File: config.mk
export PLATFORM = sky130hd
export DESIGN_NAME = axis_lfsr16
export DESIGN_NICKNAME = d
export VERILOG_FILES = /design/src/rtl/axis_stream_checker_pkg.sv /design/src/rtl/axis_stream_checker_lfsr16.sv
export SDC_FILE = /design/constraint.sdc
export NUM_CORES = 1
export LEC_CHECK = 0
export CORE_MARGIN = 4
export CORE_UTILIZATION = 42
export CTS_CLUSTER_SIZE = 25
export DETAILED_ROUTE_END_ITERATION = 10
export PLACE_DENSITY = 0.74
export RECOVER_POWER = 25
export SETUP_SLACK_MARGIN = 0.05
export SKIP_CTS_REPAIR_TIMING = 1
export SYNTH_ARGS = -nofsm -noshare
export SYNTH_HDL_FRONTEND = slang
export SYNTH_SLANG_ARGS = --single-unit
export TNS_END_PERCENT = 20
File: constraint.sdc
create_clock -name clk -period 1.14 [get_ports clk]
set_clock_uncertainty 0.05 [all_clocks]
set_input_delay 0.342 -clock clk [delete_from_list [all_inputs] [get_ports clk]]
set_output_delay 0.342 -clock clk [all_outputs]
set_load 0.03 [all_outputs]
File: src/rtl/axis_stream_checker_pkg.sv
// axis_stream_checker_pkg: shared FSM encoding and LFSR taps for the stream checker
package axis_stream_checker_pkg;
  typedef enum logic {ST_IDLE = 1'b0, ST_IN_FRAME = 1'b1} state_t;
  // x^16+x^14+x^13+x^11, left-shifting Fibonacci form
  localparam logic [15:0] LFSR_TAPS = 16'hB400;
endpackage

File: src/rtl/axis_stream_checker_lfsr16.sv
// axis_lfsr16: free-running 16-bit Fibonacci LFSR, shared by sink throttling and source models
module axis_lfsr16
  import axis_stream_checker_pkg::*;
(
  input  logic        clk,
  input  logic        rst,
  input  logic [15:0] seed,
  output logic        bit0
);
  logic [15:0] r_lfsr;
  always_ff @(posedge clk)
    r_lfsr <= rst ? seed : {r_lfsr[14:0], ^(r_lfsr & LFSR_TAPS)};
  assign bit0 = r_lfsr[0];
endmodule

==> results of run 1 <==
-- kinds of logic after synthesis --
logic type	Yosys count	synth area share, %
mux	15	34.0
simple gates	1	0.640
compound gates	1	0.854
flops	16	54.7
xor+xnor	3	4.49
buf+inv	2	5.34
-- synth_stat cells, drive strengths merged --
cell type / n / area, um2
o21ai: 1 / 5.00
buf: 2 / 31.3
dfxtp: 16 / 320
nand2: 1 / 3.75
mux2: 15 / 199
xnor2: 3 / 26.3
-- stage by stage --
step / utilization (%) / worst slack [ns] / total power, uW
floorplan: - / 0.0925 / 796
finish: 62.7 / -0.0227 / 1250
CTS: 62.0 / -0.0985 / 1250
detailed placement: 59.2 / -0.403 / 882
global route: 62.7 / -0.0485 / 1310
global placement: 59.2 / -0.394 / 877
-- routing by layer --
layer,wire length (um),track usage [%],up-vias
met2,470,13.3,14
met1,415,11.9,156
li1,-,-,172
met4,16,5.26,0
met3,112,7.97,4
met5,0,0,-
-- power by group through the flow --
stage | sequential [uW] | clock, uW | combinational, uW
CTS | 655 | 378 | 217
global route | 663 | 409 | 235
floorplan | 672 | 0 | 124
detailed placement | 665 | 0 | 217
global placement | 665 | 0 | 213
finish | 657 | 371 | 220
-- cells in the final DEF, fill, tap and decap left out --
| cell type | count |
|---|---|
| buf_6 | 1 |
| clkbuf_1 | 1 |
| clkbuf_16 | 1 |
| clkbuf_2 | 1 |
| clkbuf_4 | 3 |
| clkbuf_8 | 1 |
| clkdlybuf4s50_1 | 16 |
| dfxtp_1 | 15 |
| dfxtp_2 | 1 |
| mux2_2 | 7 |
| mux2_4 | 8 |
| nand2_1 | 1 |
| o21ai_0 | 1 |
| xnor2_1 | 3 |
-- worst min path at each step --
| stage | from | to | depth (start not counted) | slack, ns |
|---|---|---|---|---|
| after detailed placement | r_lfsr[11] | r_lfsr[12] | 1 | 0.39 |
| after global placement | r_lfsr[9] | r_lfsr[10] | 1 | 0.39 |
| after CTS | r_lfsr[6] | r_lfsr[7] | 1 | 0.41 |
| after global routing | r_lfsr[4] | r_lfsr[5] | 1 | 0.44 |
| final | r_lfsr[6] | r_lfsr[7] | 1 | 0.41 |
| after floorplan | r_lfsr[14] | r_lfsr[15] | 1 | 0.38 |
-- cell type report --
class / instances / area [um2]
Tap cell: 15 / 18.8
Fill cell: 109 / 485
Multi-Input combinational cell: 20 / 234
Timing Repair Buffer: 20 / 205
Sequential cell: 16 / 322
Clock buffer: 4 / 36.3
==> run_results.csv, run 1 <==
group,metric,value,unit
yosys,synth_seq_cells,16,
timing,hold_violations,0,
die,io_pins,19,
worst_setup_path,reg2reg_slack,0.23,ns
cells_and_area,areaGrowthSynthToFinish,39.3,%
clocking,cts_tree,"built",
timing,relSlewSlack,83.1,%
die,start_util,45.0,%
timing,hold_ws,0.409,ns
power_and_ir_drop,pwr-share-clk,29.7,%
yosys,synth_seq_area_share,54.7,%
timing,setup_viol,1,
power_and_ir_drop,p_int,979,uW
placement,portBuffers,18,
run,maxCapViolCount,0,
placement,post_dp_cell_area,771,um2
yosys,synth_warnings,0,
detailed_routing,vias,346,
detailed_routing,drc,0,
worst_setup_path,cp-endpoint,"bit0",
die,rows,13,
cells_and_area,regMostFlops,"r_lfsr",
worst_setup_path,path_buf_inv,1,
clocking,cts_made_buffers,3,
power_and_ir_drop,p_switching,268,uW
die,die_w,45.3,um
power_and_ir_drop,switching_share,21.5,%
clocking,clk_pin_slew_worst_paths,0.09,ns
power_and_ir_drop,p_leak,0.000345,uW
timing,finalCritPeriodShare,102,%
yosys,synth_nets,56,
clocking,clk_path_buf_depth,2,
timing,worstMarginPinSlew,0.254,ns
cells_and_area,layout-drive-gt1-share,38.3,%
die,die_area,0.00206,mm2
worst_setup_path,path_depth,1,
grt,grt_usage,10.2,%
placement,dp_hpwl,668,um
cells_and_area,instances_no_fill,75,
run_status,status,"finished, violations left",
yosys,yosysUniqueCellTypes,8,
power_and_ir_drop,sequentialPowerShare,52.6,%
cells_and_area,insertedDiodeCount,0,
timing,layout_setup_ws,-0.0227,ns
worst_setup_path,end_kind,"output port",
grt,antenna_found_initial,0,
yosys,avgSynthCellArea,15.4,um2
timing,rsz0062_at_grt,"true",
detailed_routing,wire_per_inst,13.5,um
timing,slew_viol_final,0,
cells_and_area,top_regs,"r_lfsr: 16 flops",
yosys,netlist_area,586,um2
power_and_ir_drop,comb_power_share,17.6,%
cells_and_area,fin_nets,79,
clocking,insertion_delay,0.29,ns
worst_setup_path,critical_path.top_delay_family,"flip-flops",
worst_setup_path,worstPathArrival,0.77,ns
worst_setup_path,slowest_stage,"dfxtp_2",
grt,grt_pass1_vias,322,
yosys,synth_cells,38,
cells_and_area,largest_reg_flops,16,
timing,fin_tns_setup,-0.0227,ns
worst_setup_path,reg2reg_to,"r_lfsr[0]",
worst_setup_path,cp_slowest_stage_delay,0.35,ns
clocking,htree_levels,1,
power_and_ir_drop,peakVddDrop,0.850,mV
worst_setup_path,rr_worst_depth,3,
die,core,0.00130,mm2
run_status,violations,"negative setup slack",
grt,grt_pass1_wl,1400,um
clocking,cts.root.buffer_cell,"clkbuf_4",
die,die-height,45.3,um
worst_setup_path,cp_max_fo,2,
detailed_routing,drt.antenna.violating_nets,0,
power_and_ir_drop,powerDensity,1530,mW/mm2
worst_setup_path,startpoint_type,"flop",
clocking,clock_sinks,16,
worst_setup_path,cp.required,0.75,ns
detailed_routing,wl,1020,um
grt,gr-total-overflow,0,
placement,dp_cells,70,
worst_hold_path,hold_path.class,"reg -> reg",
cells_and_area,fin_area,816,um2
worst_setup_path,crit_chain,"buf_6",
detailed_routing,drt_pass1_iterations,2,
timing,max_freq,0.860,GHz
worst_setup_path,rr_startpoint,"r_lfsr[12]",
worst_setup_path,path_class,"reg -> out",
placement,gp_congestion,0.694,
grt,grt_max_degree,18,
detailed_routing,via_per_inst,4.61,
worst_setup_path,worstSetupStartpoint,"r_lfsr[0]",
detailed_routing,drt-initial-drc-count,2,
timing,fin_crit,1.16,ns
(Power assumes the default switching activity.)
==> run 2, diff against run 1 <==
RECOVER_POWER = 100   (was 25)
==> run_results.csv, run 2 (synthesis gave the netlist of run 1 again) <==
group,metric,value,unit
die,rows,13,
timing,worstMarginPinSlew,0.254,ns
clocking,cts_made_buffers,3,
cells_and_area,areaGrowthSynthToFinish,32.7,%
cells_and_area,fin_area,777,um2
power_and_ir_drop,p_leak,0.000316,uW
power_and_ir_drop,power,1220,uW
detailed_routing,wire_per_inst,13.7,um
detailed_routing,drt.antenna.violating_nets,0,
detailed_routing,vias,350,
detailed_routing,drt-initial-drc-count,1,
detailed_routing,wl,1030,um
worst_setup_path,cp_slowest_stage_delay,0.35,ns
grt,gr-total-overflow,0,
timing,fin_crit,1.16,ns
power_and_ir_drop,sequentialPowerShare,53.7,%
worst_setup_path,slowest_stage,"dfxtp_2",
run,maxCapViolCount,0,
cells_and_area,layout_commonest_cell,"clkdlybuf4s50_1",
detailed_routing,via_per_inst,4.67,
detailed_routing,drc,0,
timing,hold_violations,0,
timing,finalCritPeriodShare,102,%
die,die-height,45.3,um
worst_setup_path,startpoint_type,"flop",
grt,grt_max_degree,18,
timing,max_freq,0.860,GHz
worst_setup_path,end_kind,"output port",
die,die_area,0.00206,mm2
worst_setup_path,critical_path.top_delay_family,"flip-flops",
die,start_util,45.0,%
power_and_ir_drop,p_int,957,uW
timing,rsz0062_at_grt,"true",
clocking,insertion_delay,0.29,ns
clocking,htree_levels,1,
worst_setup_path,cp_max_fo,2,
worst_setup_path,crit_chain,"buf_6",
power_and_ir_drop,p_switching,265,uW
cells_and_area,regMostFlops,"r_lfsr",
cells_and_area,insertedDiodeCount,0,
die,die_w,45.3,um
worst_setup_path,path_buf_inv,1,
cells_and_area,layout-drive-gt1-share,30.0,%
run_status,status,"finished, violations left",
die,io_pins,19,
grt,grt_pass1_vias,322,
timing,layout_setup_ws,-0.0230,ns
placement,gp_congestion,0.694,
clocking,cts.root.buffer_cell,"clkbuf_4",
worst_hold_path,hold_path.class,"reg -> reg",
power_and_ir_drop,comb_power_share,16.1,%
power_and_ir_drop,peakVddDrop,0.839,mV
power_and_ir_drop,powerDensity,1570,mW/mm2
timing,slew_viol_final,0,
cells_and_area,layout_common_cells,"16 x clkdlybuf4s50_1, 15 x dfxtp_1, 7 x mux2_2",
grt,grt_pass1_wl,1400,um
run_status,violations,"negative setup slack",
timing,setup_viol,1,
grt,grt_usage,10.2,%
placement,dp_hpwl,668,um
worst_setup_path,cp.required,0.75,ns
power_and_ir_drop,pwr-share-clk,30.3,%
worst_setup_path,path_class,"reg -> out",
detailed_routing,drt_pass1_iterations,3,
timing,relSlewSlack,83.1,%
cells_and_area,fin_nets,79,
placement,portBuffers,18,
power_and_ir_drop,switching_share,21.7,%
cells_and_area,top_regs,"r_lfsr: 16 flops",
placement,post_dp_cell_area,771,um2
clocking,cts_tree,"built",
die,core,0.00130,mm2
cells_and_area,largest_reg_flops,16,
clocking,clk_pin_slew_worst_paths,0.09,ns
cells_and_area,fin_util,59.7,%
worst_setup_path,worstPathArrival,0.77,ns
worst_setup_path,reg2reg_slack,0.23,ns
grt,antenna_found_initial,0,
clocking,clock_sinks,16,
clocking,clk_path_buf_depth,2,
run 2: cell counts in the layout (fill, tap and decap cells not counted):
No cell type changed its count.
run 2: area by class of cell:
| cell class | count | area (um2) |
|---|---|---|
| fillers | 115 | 524 |
| flip-flops and latches | 16 | 322 |
| multi-input cells | 20 | 215 |
| repair buffers | 20 | 185 |
| clock buffers | 4 | 36.3 |
| well taps | 15 | 18.8 |
run 2: routing by layer:
metal	routed length [um]	share of wire [%]	vias up	GRT usage, %
met2	467	45	14	13.3
li1	-	-	171	-
met1	426	41	160	11.9
met5	0	0	-	0
met4	23	2.2	0	5.26
met3	111	11	5	7.97
run 2: power groups by stage:
stage / logic, uW / clock network, uW / registers, uW
6_report: 196 / 370 / 656
5_1_grt: 212 / 409 / 662
4_1_cts: 217 / 378 / 655
3_5_place_dp: 217 / 0 / 665
3_3_place_gp: 213 / 0 / 665
2_1_floorplan: 124 / 0 / 672
run 2: through the flow:
stage | worst slack [ns] | instances | TNS [ns] | hold slack (ns)
global placement | -0.394 | 70 | -5.63 | 0.389
detailed placement | -0.403 | 70 | -5.75 | 0.392
finish | -0.0230 | 75 | -0.0230 | 0.390
CTS | -0.0985 | 74 | -1.01 | 0.411
floorplan | 0.0925 | 38 | 0 | 0.384
global route | -0.0485 | 75 | -0.0485 | 0.413
run 2: worst paths after layout:
path,end,cells after the start,from
worst min-delay path,r_lfsr[12],1,r_lfsr[11]
worst max-delay path,bit0,1,r_lfsr[0]
worst min register to register,r_lfsr[12],1,r_lfsr[11]
worst max register to register,r_lfsr[0],3,r_lfsr[12]
